[src/rtl/ldm_stm_seq_if.sv]
// Data-memory beat port of the LDM/STM sequencer: one request/acknowledge word transfer per beat.
interface ldm_stm_seq_if #(
    parameter int unsigned ADDR_W = 32
) ();
    logic              mem_req;
    logic              mem_we;
    logic [ADDR_W-1:0] mem_addr;
    logic [31:0]       mem_wdata;
    logic [31:0]       mem_rdata;
    logic              mem_ack;

    modport master (
        output mem_req,
        output mem_we,
        output mem_addr,
        output mem_wdata,
        input  mem_rdata,
        input  mem_ack
    );

    modport slave (
        input  mem_req,
        input  mem_we,
        input  mem_addr,
        input  mem_wdata,
        output mem_rdata,
        output mem_ack
    );
endinterface

[src/rtl/ldm_stm_seq.sv]
// LDM/STM block-transfer sequencer: walks a register list lowest-first, one memory beat per
// register, then optionally writes the final address back to the base register.
module ldm_stm_seq #(
    parameter int unsigned ADDR_W     = 32,
    parameter int unsigned WORD_BYTES = 4
) (
    input  logic                  clk,
    input  logic                  reset,
    input  logic                  start,
    input  logic                  is_load,
    input  logic                  pre,
    input  logic                  up,
    input  logic                  wback,
    input  logic [3:0]            base_reg,
    input  logic [ADDR_W-1:0]     base_addr,
    input  logic [15:0]           reg_list,
    output logic                  busy,
    output logic                  done,
    output logic [3:0]            rf_reg_num,
    output logic                  rf_write_en,
    output logic [31:0]           rf_data_in,
    input  logic [31:0]           rf_data_out,
    output logic                  pc_write_en,
    output logic [31:0]           pc_in,
    ldm_stm_seq_if.master         bus
);

    localparam logic [1:0] StIdle = 2'd0;
    localparam logic [1:0] StXfer = 2'd1;
    localparam logic [1:0] StWb   = 2'd2;
    localparam logic [1:0] StDone = 2'd3;

    localparam logic [3:0] PcReg = 4'd15;

    function automatic logic [4:0] popcount16(input logic [15:0] v);
        popcount16 = '0;
        for (int i = 0; i < 16; i++) begin
            popcount16 = popcount16 + 5'(v[i]);
        end
    endfunction

    function automatic logic [3:0] lowest_bit(input logic [15:0] v);
        lowest_bit = '0;
        for (int i = 15; i >= 0; i--) begin
            if (v[i]) lowest_bit = 4'(i);
        end
    endfunction

    logic [1:0]        state_q, state_d;
    logic [15:0]       remain_q, remain_d;
    logic [ADDR_W-1:0] addr_q, addr_d;
    logic [ADDR_W-1:0] wb_val_q, wb_val_d;
    logic [3:0]        base_reg_q, base_reg_d;
    logic              is_load_q, is_load_d;
    logic              do_wb_q, do_wb_d;

    logic [4:0]        reg_count;
    logic [ADDR_W-1:0] span;
    logic [ADDR_W-1:0] step;
    logic [3:0]        cur_reg;
    logic              beat;

    assign reg_count = popcount16(reg_list);
    assign step      = ADDR_W'(WORD_BYTES);
    assign span      = ADDR_W'(reg_count) * step;
    assign cur_reg   = lowest_bit(remain_q);
    // mem_req is high throughout StXfer, so an ack there always completes the beat.
    assign beat      = (state_q == StXfer) && bus.mem_ack;

    always_comb begin
        state_d    = state_q;
        remain_d   = remain_q;
        addr_d     = addr_q;
        wb_val_d   = wb_val_q;
        base_reg_d = base_reg_q;
        is_load_d  = is_load_q;
        do_wb_d    = do_wb_q;

        case (state_q)
            StIdle: begin
                if (start) begin
                    remain_d   = reg_list;
                    base_reg_d = base_reg;
                    is_load_d  = is_load;
                    // A loaded base register keeps the loaded value, not the writeback.
                    do_wb_d    = wback && !(is_load && reg_list[base_reg]);
                    wb_val_d   = up ? (base_addr + span) : (base_addr - span);
                    case ({up, pre})
                        2'b10:   addr_d = base_addr;
                        2'b11:   addr_d = base_addr + step;
                        2'b00:   addr_d = base_addr - span + step;
                        default: addr_d = base_addr - span;
                    endcase
                    state_d = (reg_count == 5'd0) ? StDone : StXfer;
                end
            end
            StXfer: begin
                if (beat) begin
                    remain_d = remain_q & ~(16'd1 << cur_reg);
                    addr_d   = addr_q + step;
                    if (remain_d == 16'd0) begin
                        state_d = do_wb_q ? StWb : StDone;
                    end
                end
            end
            StWb: begin
                state_d = StDone;
            end
            default: begin
                state_d = StIdle;
            end
        endcase
    end

    always_ff @(posedge clk) begin
        if (!reset) begin
            state_q    <= StIdle;
            remain_q   <= '0;
            addr_q     <= '0;
            wb_val_q   <= '0;
            base_reg_q <= '0;
            is_load_q  <= 1'b0;
            do_wb_q    <= 1'b0;
        end else begin
            state_q    <= state_d;
            remain_q   <= remain_d;
            addr_q     <= addr_d;
            wb_val_q   <= wb_val_d;
            base_reg_q <= base_reg_d;
            is_load_q  <= is_load_d;
            do_wb_q    <= do_wb_d;
        end
    end

    always_comb begin
        busy          = 1'b0;
        done          = 1'b0;
        rf_reg_num    = '0;
        rf_write_en   = 1'b0;
        rf_data_in    = '0;
        pc_write_en   = 1'b0;
        pc_in         = '0;
        bus.mem_req   = 1'b0;
        bus.mem_we    = 1'b0;
        bus.mem_addr  = '0;
        bus.mem_wdata = '0;

        case (state_q)
            StXfer: begin
                busy          = 1'b1;
                rf_reg_num    = cur_reg;
                bus.mem_req   = 1'b1;
                bus.mem_we    = !is_load_q;
                bus.mem_addr  = addr_q;
                bus.mem_wdata = is_load_q ? 32'd0 : rf_data_out;
                if (is_load_q && bus.mem_ack) begin
                    // R15 is the PC and is written through the PC path, never the file.
                    if (cur_reg == PcReg) begin
                        pc_write_en = 1'b1;
                        pc_in       = bus.mem_rdata;
                    end else begin
                        rf_write_en = 1'b1;
                        rf_data_in  = bus.mem_rdata;
                    end
                end
            end
            StWb: begin
                busy        = 1'b1;
                rf_write_en = 1'b1;
                rf_reg_num  = base_reg_q;
                rf_data_in  = 32'(wb_val_q);
            end
            StDone: begin
                done = 1'b1;
            end
            default: begin
            end
        endcase
    end

    a_wr_excl: assert property (@(posedge clk) disable iff (!reset)
        !(rf_write_en && pc_write_en));

    a_xfer_nonempty: assert property (@(posedge clk) disable iff (!reset)
        (state_q == StXfer) |-> (remain_q != 16'd0));

endmodule

[src/flat_wrapper.sv]
// flat-port wrapper written by rule: the top's interface ports become plain ports
module ldm_stm_seq_flat 
#(
    parameter int unsigned ADDR_W     = 32,
    parameter int unsigned WORD_BYTES = 4
)
  (clk, reset, start, is_load, pre, up, wback, base_reg, base_addr, reg_list, busy, done, rf_reg_num, rf_write_en, rf_data_in, rf_data_out, pc_write_en, pc_in, bus_mem_req, bus_mem_we, bus_mem_addr, bus_mem_wdata, bus_mem_rdata, bus_mem_ack);
  ldm_stm_seq_if #(.ADDR_W(ADDR_W)) bus_i ();
  input  logic clk;
  input  logic reset;
  input  logic start;
  input  logic is_load;
  input  logic pre;
  input  logic up;
  input  logic wback;
  input  logic [3:0] base_reg;
  input  logic [ADDR_W-1:0] base_addr;
  input  logic [15:0] reg_list;
  output logic busy;
  output logic done;
  output logic [3:0] rf_reg_num;
  output logic rf_write_en;
  output logic [31:0] rf_data_in;
  input  logic [31:0] rf_data_out;
  output logic pc_write_en;
  output logic [31:0] pc_in;
  output wire logic [$bits(bus_i.mem_req)-1:0] bus_mem_req;
  output wire logic [$bits(bus_i.mem_we)-1:0] bus_mem_we;
  output wire logic [$bits(bus_i.mem_addr)-1:0] bus_mem_addr;
  output wire logic [$bits(bus_i.mem_wdata)-1:0] bus_mem_wdata;
  input wire logic [$bits(bus_i.mem_rdata)-1:0] bus_mem_rdata;
  input wire logic [$bits(bus_i.mem_ack)-1:0] bus_mem_ack;
  assign bus_mem_req = bus_i.mem_req;
  assign bus_mem_we = bus_i.mem_we;
  assign bus_mem_addr = bus_i.mem_addr;
  assign bus_mem_wdata = bus_i.mem_wdata;
  assign bus_i.mem_rdata = bus_mem_rdata;
  assign bus_i.mem_ack = bus_mem_ack;
  ldm_stm_seq #(.ADDR_W(ADDR_W), .WORD_BYTES(WORD_BYTES)) u_core (.clk(clk), .reset(reset), .start(start), .is_load(is_load), .pre(pre), .up(up), .wback(wback), .base_reg(base_reg), .base_addr(base_addr), .reg_list(reg_list), .busy(busy), .done(done), .rf_reg_num(rf_reg_num), .rf_write_en(rf_write_en), .rf_data_in(rf_data_in), .rf_data_out(rf_data_out), .pc_write_en(pc_write_en), .pc_in(pc_in), .bus(bus_i));
endmodule
[config.mk]
export PLATFORM = sky130hd
export DESIGN_NAME = ldm_stm_seq_flat
export DESIGN_NICKNAME = d
export VERILOG_FILES = /design/src/rtl/ldm_stm_seq_if.sv /design/src/rtl/ldm_stm_seq.sv /design/src/flat_wrapper.sv
export SDC_FILE = /design/constraint.sdc
export NUM_CORES = 1
export LEC_CHECK = 0
export BUFFER_PORTS_ARGS = -buffer_cell sky130_fd_sc_hd__buf_2
export CORE_UTILIZATION = 45
export DETAILED_ROUTE_END_ITERATION = 16
export PLACE_DENSITY = 0.78
export REMOVE_ABC_BUFFERS = 1
export SLEW_MARGIN = 25
export SYNTH_ARGS = -nofsm -noshare
export SYNTH_HDL_FRONTEND = slang
export SYNTH_SLANG_ARGS = --single-unit
[constraint.sdc]
create_clock -name clk -period 18 [get_ports clk]
set_input_delay 1.8 -clock clk [delete_from_list [all_inputs] [get_ports clk]]
set_output_delay 1.8 -clock clk [all_outputs]
set_load 0.02 [all_outputs]
==> results of run 1 <==
-- layout make-up --
class | count | area [sq um]
Antenna cell | 1 | 2.502
Clock buffer | 10 | 229.0
Clock inverter | 6 | 53.80
Fill cell | 2188 | 10250
Inverter | 55 | 206.4
Multi-Input combinational cell | 1193 | 7600
Sequential cell | 88 | 1762
Tap cell | 280 | 350.3
Timing Repair Buffer | 278 | 1434
-- metal layers --
| layer | vias up | global-route usage, % |
|---|---|---|
| li1 | 5566 | - |
| met1 | 5619 | 41.06 |
| met2 | 676 | 55.30 |
| met3 | 109 | 6.287 |
| met4 | 2 | 16.14 |
| met5 | - | 0 |
-- cell usage after synthesis, drive strengths merged (5+ instances only) --
cell	instances	area (sq um)
and4	8	71.32
fa	12	240.2
a22oi	47	352.8
xor2	29	254.0
or3	11	68.82
o31a	7	61.31
nor2	97	371.6
buf	27	181.4
nand4	22	137.6
o21bai	5	37.54
a211oi	24	192.7
dfxtp	88	1762
ha	25	312.8
clkbuf	91	341.6
xnor2	45	394.1
nand2b	9	56.30
and2	103	644.4
o31ai	7	52.55
o211ai	7	52.55
and3	15	95.09
nand3b	7	52.55
o21a	5	37.54
o2111ai	7	61.31
nor4	31	236.5
nand2	167	626.9
a221oi	7	61.31
nand3	47	235.2
inv	52	195.2
nor3b	6	56.31
mux4	5	112.6
a31oi	22	137.6
o21ai	92	464.2
or2	16	102.6
or4	11	97.59
o22ai	14	93.84
nor2b	42	270.3
a21o	9	67.56
a21oi	126	630.6
nor3	44	225.2
a2111oi	5	68.82
mux2i	11	110.1
-- critical path, delay by kind of cell --
| kind | cells | cell delay, ns |
|---|---|---|
| buffers and inverters | 2 | 0.18 |
| xor gates and xnor gates | 1 | 0.30 |
| and+or+nand+nor | 5 | 1.96 |
| AOI/OAI and AO/OA | 4 | 1.35 |
| adders and majority gates | 8 | 3.50 |
-- through the flow --
step / instances / cell area, sq um
after detailed placement: 1894 / 11350
after global placement: 1894 / 11350
after global routing: 1911 / 11640
after CTS: 1910 / 11630
after floorplan: 1336 / 9539
final: 1911 / 11640
-- state kept, by name, summed over array words and instances, names as in the netlist --
register           count
u_core.is_load_q       1
u_core.remain_q       16
u_core.do_wb_q         1
u_core.base_reg_q      4
u_core.wb_val_q       32
u_core.addr_q         32
u_core.state_q         2
-- power by group through the flow --
stage | clock network [uW] | logic (uW) | registers, uW
6_report | 192 | 992 | 320
4_1_cts | 194 | 974 | 317
3_5_place_dp | 0 | 967 | 320
2_1_floorplan | 0 | 683 | 298
3_3_place_gp | 0 | 956 | 321
5_1_grt | 200 | 1080 | 327
-- logic make-up (layout without fill, tap and decap cells) --
logic type               after synthesis  in the layout  synth area share, %
buffers and inverters                174            349                7.342
flip-flops                            88             88                17.49
AO/OA/AOI/OAI                        423            423                27.13
XOR/XNOR                              74             74                6.435
other                                  0              1                    0
multiplexers                          16             16                2.211
AND/OR/NAND/NOR                      643            643                33.90
adder cells (fa/ha/maj)               37             37                5.491
-- worst max path at each step --
stage | cells after the start | start | slack [ns] | end
after floorplan | 19 | reg_list[0] | 9.74 | u_core.addr_q[27]
after global placement | 20 | reg_list[0] | 9.10 | u_core.addr_q[27]
after detailed placement | 20 | reg_list[0] | 8.91 | u_core.addr_q[27]
after CTS | 20 | reg_list[0] | 9.28 | u_core.addr_q[27]
after global routing | 20 | reg_list[0] | 9.05 | u_core.addr_q[27]
final | 20 | reg_list[0] | 9.24 | u_core.addr_q[27]
==> insert_results.sql, run 1 <==
INSERT INTO impl_metrics (metric_group, metric, value, unit) VALUES
('pwr', 'switching_share', '53.50', '%'),
('layout', 'layout_common_cells', '261 x buf_2, 167 x nand2_1, 126 x a21oi_1', ''),
('logic_synthesis', 'syn_avg_cell_area', '6.922', 'sq um'),
('pwr', 'seqPwrFrac', '21.3', '%'),
('clock_network', 'clock_tree.root_cell', 'clkbuf_16', ''),
('sta', 'max_slew.worst_pin.slew', '0.9346', 'ns'),
('clock_network', 'clock_sink_count', '88', ''),
('layout', 'num-nets-final', '1786', ''),
('routing', 'wl', '38960', 'microns'),
('critical_path', 'timing.rr.end', 'u_core.addr_q[26]', ''),
('layout', 'fraction_of_final_layout_cells_with_drive_strength_greater_than_1', '21.41', '%'),
('status', 'run_status', 'finished, final reports clean', ''),
('clock_network', 'cts_buffer_depth', '2', ''),
('critical_path', 'worstSetupEndpointType', 'flop', ''),
('pwr', 'leakage', '0.004808', 'uW'),
('die', 'die-area', '22990', 'sq um'),
('critical_path', 'worst-endpoint-required', '18.31', 'ns'),
('critical_path', 'crit_slowest_cell', 'a2111oi_4', ''),
('routing', 'antenna_violation_net_count_after_detailed_routing', '0', ''),
('critical_path', 'critPathArrivalTime', '9.07', 'ns'),
('logic_synthesis', 'yosysUniqueCellTypes', '88', ''),
('grt', 'track_usage', '33.24', '%'),
('logic_synthesis', 'postSynthCellCount', '1455', ''),
('worst_hold_path', 'min_to', 'u_core.addr_q[0]', ''),
('clock_network', 'cts.htree.levels', '3', ''),
('layout', 'finalCoreUtilization', '53.16', '%'),
('die', 'floorplan.rows', '54', ''),
('critical_path', 'worst_path_largest_cell_delay', '0.66', 'ns'),
('sta', 'maxSlewHeadroom', '37.27', '%'),
('logic_synthesis', 'synth_enable_flop_cells', '0', ''),
('die', 'top_level_ports', '262', ''),
('logic_synthesis', 'ys_warn_count', '0', ''),
('routing', 'wl_per_cell', '20.39', 'microns'),
('pwr', 'comb_power_share', '65.9', '%'),
('worst_hold_path', 'launch_point_of_the_worst_hold_path', 'u_core.addr_q[0]', ''),
('clock_network', 'cts_tree', 'done', ''),
('sta', 'setup_tns', '0', 'ns'),
('routing', 'vias', '11970', ''),
('placed_design', 'pre_cts_ws', '8.909', 'ns'),
('critical_path', 'crit_top_cell', 'fa_1', ''),
('critical_path', 'category_of_the_worst_setup_path_launch_point', 'primary input', ''),
('routing', 'drtIter0Drc', '1092', ''),
('placed_design', 'finalWeightedCongestion', '0.9670', ''),
('sta', 'timing.fmax', '114.1', 'MHz'),
('routing', 'drt_pass1_iterations', '6', ''),
('routing', 'post_drt_via_cell_ratio', '6.265', ''),
('sta', 'final_max_slew_viol_count', '0', ''),
('sta', 'setup_viol', '0', ''),
('die', 'height_of_the_chip', '151.6', 'microns'),
('routing', 'drc', '0', ''),
('pwr', 'net_load_switching_power', '804.8', 'uW'),
('routing', 'top_routing_layer_in_use', 'met5', ''),
('clock_network', 'clk_latency', '0.36', 'ns'),
('routing', 'detail_route.wirelength.met1', '15520', 'microns'),
('die', 'dieWidth', '151.6', 'microns'),
('logic_synthesis', 'netlist_area', '10070', 'sq um'),
('critical_path', 'number_of_cells_on_the_worst_reg_to_reg_path', '9', ''),
('clock_network', 'cts-resized-gates', '0', ''),
('routing', 'routed-wl-met2', '18070', 'microns'),
('clock_network', 'worst_setup_hold_path_clk_slew', '0.08', 'ns'),
('sta', 'part_of_the_cycle_the_worst_path_needs', '48.68', '%'),
('placed_design', 'port_buffers', '261', ''),
('pwr', 'p_int', '699.6', 'uW'),
('logic_synthesis', 'asyncSetResetFlopFracSynth', '0', '%'),
('layout', 'layout.cells.most_common', 'buf_2', ''),
('layout', 'area_added_between_synthesis_and_finish', '15.54', '%'),
('sta', 'fin_hold_ws', '0.4520', 'ns'),
('grt', 'antenna_found_initial', '2', ''),
('logic_synthesis', 'synth-seq-area-share', '17.49', '%'),
('sta', 'rsz0062_at_grt', 'no', ''),
('pwr', 'p_per_area', '129.3', 'nW/um^2');
(Power assumes the default switching activity.)
==> run 2: changes to the inputs <==
==> constraint.sdc (replaced) <==
create_clock -name clk -period 8.5 [get_ports clk]
set_input_delay 0.85 -clock clk [delete_from_list [all_inputs] [get_ports clk]]
set_output_delay 0.85 -clock clk [all_outputs]
set_load 0.02 [all_outputs]
==> insert_results.sql, run 2 (same netlist as run 1, synthesis figures left out) <==
INSERT INTO impl_metrics (metric_group, metric, value, unit) VALUES
('sta', 'setup_tns', '0', 'ns'),
('critical_path', 'crit_slowest_cell', 'or4_1', ''),
('die', 'height_of_the_chip', '151.6', 'microns'),
('pwr', 'irDropWorstVdd', '165.7', 'uV'),
('die', 'top_level_ports', '262', ''),
('routing', 'antenna_violation_net_count_after_detailed_routing', '0', ''),
('die', 'design.core.area', '21890', 'sq um'),
('critical_path', 'category_of_the_worst_setup_path_launch_point', 'primary input', ''),
('routing', 'post_drt_via_cell_ratio', '6.212', ''),
('critical_path', 'worst_path_largest_cell_delay', '0.69', 'ns'),
('routing', 'drc', '0', ''),
('clock_network', 'cts_hold_buf', '0', ''),
('grt', 'grt.overflow.total', '0', ''),
('sta', 'setup_viol', '0', ''),
('grt', 'grtUsageMet3', '6.108', '%'),
('sta', 'final_max_slew_viol_count', '0', ''),
('grt', 'number_of_global_route_vias_before_repair', '10670', ''),
('critical_path', 'worst-endpoint-required', '8.79', 'ns'),
('grt', 'gr-usage-met2', '55.78', '%'),
('critical_path', 'path_cells', 'buf_2 -> ha_1 -> inv_1 -> fa_1 -> fa_1 -> fa_1 -> fa_1 -> fa_1 -> fa_1 -> xnor2_1 -> ha_1 -> nor2b_4 -> a2111oi_4 -> o21ai_2 -> a221o_1 -> or4_1 -> or4_1 -> o21ai_0 -> nand4b_1 -> a21oi_1', ''),
('critical_path', 'worstSetupEndpointType', 'flop', ''),
('pwr', 'switching_share', '53.13', '%'),
('pwr', 'p_int', '1511', 'uW'),
('pwr', 'comb_power_share', '65.2', '%'),
('grt', 'grt_use_met1', '42.52', '%'),
('pwr', 'seqPwrFrac', '21.1', '%'),
('worst_hold_path', 'min_path_type', 'flop to flop', ''),
('grt', 'grt_max_degree', '82', ''),
('sta', 'timing.fmax', '131.4', 'MHz'),
('layout', 'area_added_between_synthesis_and_finish', '15.93', '%'),
('pwr', 'leakage', '0.004830', 'uW'),
('die', 'dieWidth', '151.6', 'microns'),
('critical_path', 'worstPathMaxFanout', '11', ''),
('clock_network', 'cts_buffer_depth', '2', ''),
('layout', 'post_route_insts_no_fill', '1912', ''),
('layout', 'finalCoreUtilization', '53.34', '%'),
('clock_network', 'postCtsSetupRepairBufs', '0', ''),
('critical_path', 'critPathArrivalTime', '7.90', 'ns'),
('clock_network', 'worst_setup_hold_path_clk_slew', '0.07', 'ns'),
('flow_run', 'drv.max_cap_violation_count', '0', ''),
('layout', 'layout_common_cells', '261 x buf_2, 167 x nand2_1, 126 x a21oi_1', ''),
('sta', 'timing_hold_violations_final', '0', ''),
('grt', 'grt_busiest_layer', 'met2', ''),
('routing', 'wl', '39290', 'microns'),
('sta', 'final.min_clock_period', '7.610', 'ns'),
('sta', 'maxSlewHeadroom', '37.47', '%'),
('status', 'run_status', 'finished, final reports clean', ''),
('placed_design', 'port_buffers', '261', ''),
('clock_network', 'clock_sink_count', '88', ''),
('placed_design', 'post-place-cells', '1896', ''),
('layout', 'fraction_of_final_layout_cells_with_drive_strength_greater_than_1', '21.57', '%'),
('pwr', 'net_load_switching_power', '1712', 'uW'),
('sta', 'rsz0062_at_grt', 'no', ''),
('routing', 'drt_pass1_iterations', '6', ''),
('placed_design', 'finalWeightedCongestion', '0.9695', ''),
('clock_network', 'clock_tree.root_cell', 'clkbuf_16', ''),
('routing', 'wl_per_cell', '20.55', 'microns'),
('grt', 'antenna_found_initial', '0', ''),
('clock_network', 'cts_tree', 'done', ''),
('sta', 'part_of_the_cycle_the_worst_path_needs', '89.54', '%'),
('sta', 'clock-skew-final', '0.01532', 'ns'),
('routing', 'vias', '11880', ''),
('layout', 'num-nets-final', '1788', ''),
('routing', 'drtIter0Drc', '1117', ''),
('die', 'floorplan.rows', '54', ''),
('pwr', 'p_per_area', '276.1', 'nW/um^2'),
('die', 'die-area', '22990', 'sq um'),
('critical_path', 'timing.setup.critical_path_class', 'primary input to flop', ''),
('layout', 'reg_top3', 'u_core.addr_q (32), u_core.wb_val_q (32), u_core.remain_q (16)', ''),
('clock_network', 'total_clock_buffers_created_by_cts', '9', ''),
('grt', 'track_usage', '33.63', '%'),
('clock_network', 'cts.htree.levels', '3', ''),
('sta', 'max_slew.worst_pin.slew', '0.9317', 'ns'),
('layout', 'layout.cells.most_common', 'buf_2', ''),
('grt', 'grt_first_pass_wirelength', '59160', 'microns'),
('clock_network', 'clk_latency', '0.37', 'ns'),
('placed_design', 'dpl_hpwl', '29140', 'microns'),
('pwr', 'proportion_of_power_drawn_by_the_clock_network', '13.7', '%'),
('critical_path', 'crit_top_cell', 'fa_1', ''),
('die', 'initial_core_util', '46.01', '%'),
('clock_network', 'cts-resized-gates', '0', ''),
('layout', 'number_of_diodes_added_for_antenna_fixing', '0', '');
## run 2: cell count changes in the layout (fill, tap and decap cells not counted), sizes merged
cell / change
clkinv: -3
inv: +2
buf: +2
clkbuf: -1
diode: -1
clkinvlp: +1
bufinv: +1
## run 2: final timing paths
path	startpoint	end	slack (ns)	depth (start not counted)
min	u_core.addr_q[1]	u_core.addr_q[1]	0.45	2
max	reg_list[0]	u_core.addr_q[24]	0.89	20
max reg2reg	u_core.state_q[0]	u_core.addr_q[26]	5.20	9
min reg2reg	u_core.addr_q[1]	u_core.addr_q[1]	0.45	2
## run 2: layout make-up
| class | instances | area [sq um] |
|---|---|---|
| fill | 2190 | 10210 |
| tap | 280 | 350.3 |
| sequential | 88 | 1762 |
| inverter | 55 | 206.4 |
| multi-input combinational | 1193 | 7599 |
| clock buffer | 9 | 225.2 |
| clock inverter | 7 | 85.08 |
| timing repair buffer | 280 | 1449 |
## run 2: worst max-delay path, delay by kind of cell
| family | cells | cell delay (ns) |
|---|---|---|
| AO/OA/AOI/OAI | 5 | 1.50 |
| XOR/XNOR | 1 | 0.30 |
| adder cells (fa/ha/maj) | 8 | 3.45 |
| buffers and inverters | 2 | 0.19 |
| AND/OR/NAND/NOR | 4 | 1.60 |
## run 2: per-stage QoR
step | cell area, sq um | worst slack, ns | hold WS, ns | power, uW
after CTS | 11670 | 0.9328 | 0.4526 | 3175
after global placement | 11360 | 0.7368 | 0.4375 | 2703
after detailed placement | 11360 | 0.5504 | 0.4420 | 2725
after floorplan | 9539 | 1.188 | 0.4287 | 2076
after global routing | 11680 | 0.6780 | 0.4793 | 3430
final | 11680 | 0.8895 | 0.4511 | 3223
## run 2: metal layers
layer  vias up  part of all wire [%]
li1       5573                     -
met5         -                     0
met1      5507                    40
met3        87                    10
met4         0                   3.4
met2       710                    46
## run 2: power groups by stage
stage          clock network (uW)  logic (uW)  registers [uW]
2_1_floorplan                   0        1450             631
3_3_place_gp                    0        2020             681
3_5_place_dp                    0        2050             680
4_1_cts                       446        2060             672
5_1_grt                       457        2280             695
6_report                      440        2100             681
==> run 3: changes to the inputs <==
--- a/config.mk
+++ b/config.mk
@@ -8,7 +8,7 @@
 export BUFFER_PORTS_ARGS = -buffer_cell sky130_fd_sc_hd__buf_2
 export CORE_UTILIZATION = 45
 export DETAILED_ROUTE_END_ITERATION = 16
-export PLACE_DENSITY = 0.78
+export PLACE_DENSITY = 0.75
 export REMOVE_ABC_BUFFERS = 1
 export SLEW_MARGIN = 25
 export SYNTH_ARGS = -nofsm -noshare
==> insert_results.sql, run 3 (same netlist as run 1, synthesis figures left out) <==
INSERT INTO impl_metrics (metric_group, metric, value, unit) VALUES
('worst_hold_path', 'launch_point_of_the_worst_hold_path', 'u_core.addr_q[1]', ''),
('critical_path', 'critPathArrivalTime', '8.06', 'ns'),
('layout', 'finalCoreUtilization', '53.40', '%'),
('layout', 'fill_cells', '2190', ''),
('routing', 'post_drt_via_cell_ratio', '6.107', ''),
('die', 'dieWidth', '151.6', 'microns'),
('critical_path', 'worst_path_largest_cell_delay', '0.64', 'ns'),
('grt', 'track_usage', '32.43', '%'),
('pwr', 'comb_power_share', '65.1', '%'),
('grt', 'grt_max_degree', '82', ''),
('worst_hold_path', 'hold-path-cell-count', '2', ''),
('clock_network', 'cts-resized-gates', '0', ''),
('routing', 'wl', '37990', 'microns'),
('routing', 'wl_per_cell', '19.85', 'microns'),
('die', 'die-area', '22990', 'sq um'),
('routing', 'antenna_violation_net_count_after_detailed_routing', '0', ''),
('pwr', 'leakage', '0.004839', 'uW'),
('sta', 'maxSlewHeadroom', '37.93', '%'),
('sta', 'rsz0062_at_grt', 'no', ''),
('layout', 'layout_common_cells', '261 x buf_2, 167 x nand2_1, 126 x a21oi_1', ''),
('placed_design', 'dpl_hpwl', '28120', 'microns'),
('layout', 'layout.cells.most_common', 'buf_2', ''),
('grt', 'number_of_global_route_vias_before_repair', '10500', ''),
('critical_path', 'worst-endpoint-required', '8.80', 'ns'),
('layout', 'fraction_of_final_layout_cells_with_drive_strength_greater_than_1', '21.62', '%'),
('layout', 'num-nets-final', '1789', ''),
('routing', 'vias', '11690', ''),
('critical_path', 'number_of_cells_on_the_worst_reg_to_reg_path', '10', ''),
('placed_design', 'finalWeightedCongestion', '0.9544', ''),
('die', 'top_level_ports', '262', ''),
('layout', 'reg_top3', 'u_core.addr_q (32), u_core.wb_val_q (32), u_core.remain_q (16)', ''),
('sta', 'final.min_clock_period', '7.758', 'ns'),
('sta', 'max_slew.worst_pin.slew', '0.9225', 'ns'),
('critical_path', 'timing.setup.critical_path_class', 'primary input to flop', ''),
('critical_path', 'crit_slowest_cell', 'a2111oi_4', ''),
('clock_network', 'postCtsSetupRepairBufs', '0', ''),
('sta', 'clock-skew-final', '0.01134', 'ns'),
('die', 'initial_core_util', '46.01', '%'),
('clock_network', 'cts_tree', 'done', ''),
('clock_network', 'total_clock_buffers_created_by_cts', '9', ''),
('critical_path', 'worstPathMaxFanout', '11', ''),
('die', 'height_of_the_chip', '151.6', 'microns'),
('grt', 'antenna_found_initial', '1', ''),
('grt', 'grt_first_pass_wirelength', '57720', 'microns'),
('sta', 'timing.fmax', '128.9', 'MHz'),
('sta', 'final_max_slew_viol_count', '0', ''),
('critical_path', 'reg2reg_setup_slack', '5.24', 'ns'),
('worst_hold_path', 'min_path_type', 'flop to flop', ''),
('sta', 'setup_viol', '0', ''),
('critical_path', 'crit_top_cell', 'fa_1', ''),
('critical_path', 'path_cells', 'buf_2 -> ha_1 -> inv_1 -> fa_1 -> fa_1 -> fa_1 -> fa_1 -> fa_1 -> fa_1 -> inv_1 -> ha_1 -> or2_4 -> a2111oi_4 -> o21ai_2 -> a221o_1 -> or4_4 -> nor4_4 -> a211oi_1 -> or4_1 -> nand3_1', ''),
('clock_network', 'worst_setup_hold_path_clk_slew', '0.08', 'ns'),
('die', 'design.core.area', '21890', 'sq um'),
('placed_design', 'port_buffers', '261', ''),
('sta', 'fin_hold_ws', '0.4512', 'ns'),
('pwr', 'net_load_switching_power', '1684', 'uW'),
('sta', 'timing_hold_violations_final', '0', ''),
('pwr', 'irDropWorstVdd', '171.1', 'uV'),
('clock_network', 'cts.htree.levels', '3', ''),
('placed_design', 'post-place-cells', '1897', ''),
('pwr', 'proportion_of_power_drawn_by_the_clock_network', '13.8', '%'),
('placed_design', 'pre_cts_ws', '0.4367', 'ns'),
('pwr', 'switching_share', '52.48', '%'),
('routing', 'drt_pass1_iterations', '6', ''),
('critical_path', 'timing.rr.start', 'u_core.addr_q[2]', ''),
('clock_network', 'clock_sink_count', '88', ''),
('sta', 'smallest_setup_slack_after_layout', '0.7419', 'ns'),
('grt', 'grt.overflow.total', '0', ''),
('sta', 'setup_tns', '0', 'ns'),
('worst_hold_path', 'min_to', 'u_core.addr_q[1]', ''),
('die', 'floorplan.rows', '54', ''),
('pwr', 'p_per_area', '274.5', 'nW/um^2'),
('clock_network', 'clk_latency', '0.36', 'ns'),
('routing', 'drtIter0Drc', '1032', ''),
('sta', 'part_of_the_cycle_the_worst_path_needs', '91.27', '%'),
('critical_path', 'category_of_the_worst_setup_path_launch_point', 'primary input', ''),
('clock_network', 'cts_buffer_depth', '2', ''),
('routing', 'drc', '0', ''),
('critical_path', 'worstSetupEndpointType', 'flop', ''),
('pwr', 'seqPwrFrac', '21.1', '%'),
('clock_network', 'clock_tree.root_cell', 'clkbuf_16', ''),
('status', 'run_status', 'finished, final reports clean', ''),
('clock_network', 'cts_hold_buf', '0', ''),
('critical_path', 'timing.rr.end', 'u_core.addr_q[26]', ''),
('pwr', 'p_int', '1525', 'uW'),
('layout', 'area_added_between_synthesis_and_finish', '16.06', '%'),
('flow_run', 'drv.max_cap_violation_count', '0', ''),
('layout', 'post_route_insts_no_fill', '1914', '');
==> run 3: worst max-delay path, delay by kind of cell <==
kind | cells | cell delay, ns
buf+inv | 3 | 0.31
simple gates | 5 | 2.02
compound gates | 4 | 1.31
fa+ha+maj | 8 | 3.54
==> run 3: how the worst max path moves through the flow <==
stage,start,endpoint,cells after the start
6_report,reg_list[0],u_core.addr_q[27],20
5_1_grt,reg_list[0],u_core.addr_q[27],20
4_1_cts,reg_list[0],u_core.addr_q[27],20
3_5_place_dp,reg_list[0],u_core.addr_q[27],20
3_3_place_gp,reg_list[0],u_core.addr_q[27],20
2_1_floorplan,reg_list[0],u_core.addr_q[27],19
==> run 3: power groups by stage <==
stage               clock [uW]  sequential (uW)  combinational [uW]
floorplan                    0              631                1450
global placement             0              677                2030
detailed placement           0              677                2050
CTS                        445              669                2070
global route               464              693                2290
finish                     444              675                2090
==> run 3: layout make-up <==
type / instances / area, sq um / share of cell area (%)
Clock inverter: 6 / 75.07 / 0.6422
Clock buffer: 10 / 239.0 / 2.044
Inverter: 55 / 206.4 / 1.766
Antenna cell: 1 / 2.502 / 0.02141
Sequential cell: 88 / 1762 / 15.07
Timing Repair Buffer: 281 / 1456 / 12.46
Multi-Input combinational cell: 1193 / 7599 / 65.00
Tap cell: 280 / 350.3 / 2.997
==> run 3: stage by stage <==
step	area [sq um]	power [uW]
2_1_floorplan	9539	2076
3_3_place_gp	11370	2711
3_5_place_dp	11370	2732
4_1_cts	11690	3181
5_1_grt	11690	3450
6_report	11690	3208
==> run 3: layer usage <==
layer	up-vias	part of all wire, %	GRT usage, %
met1	5409	42	42.78
li1	5580	-	-
met2	632	47	53.72
met4	0	2.5	11.73
met3	67	9.1	4.431
met5	-	0	0
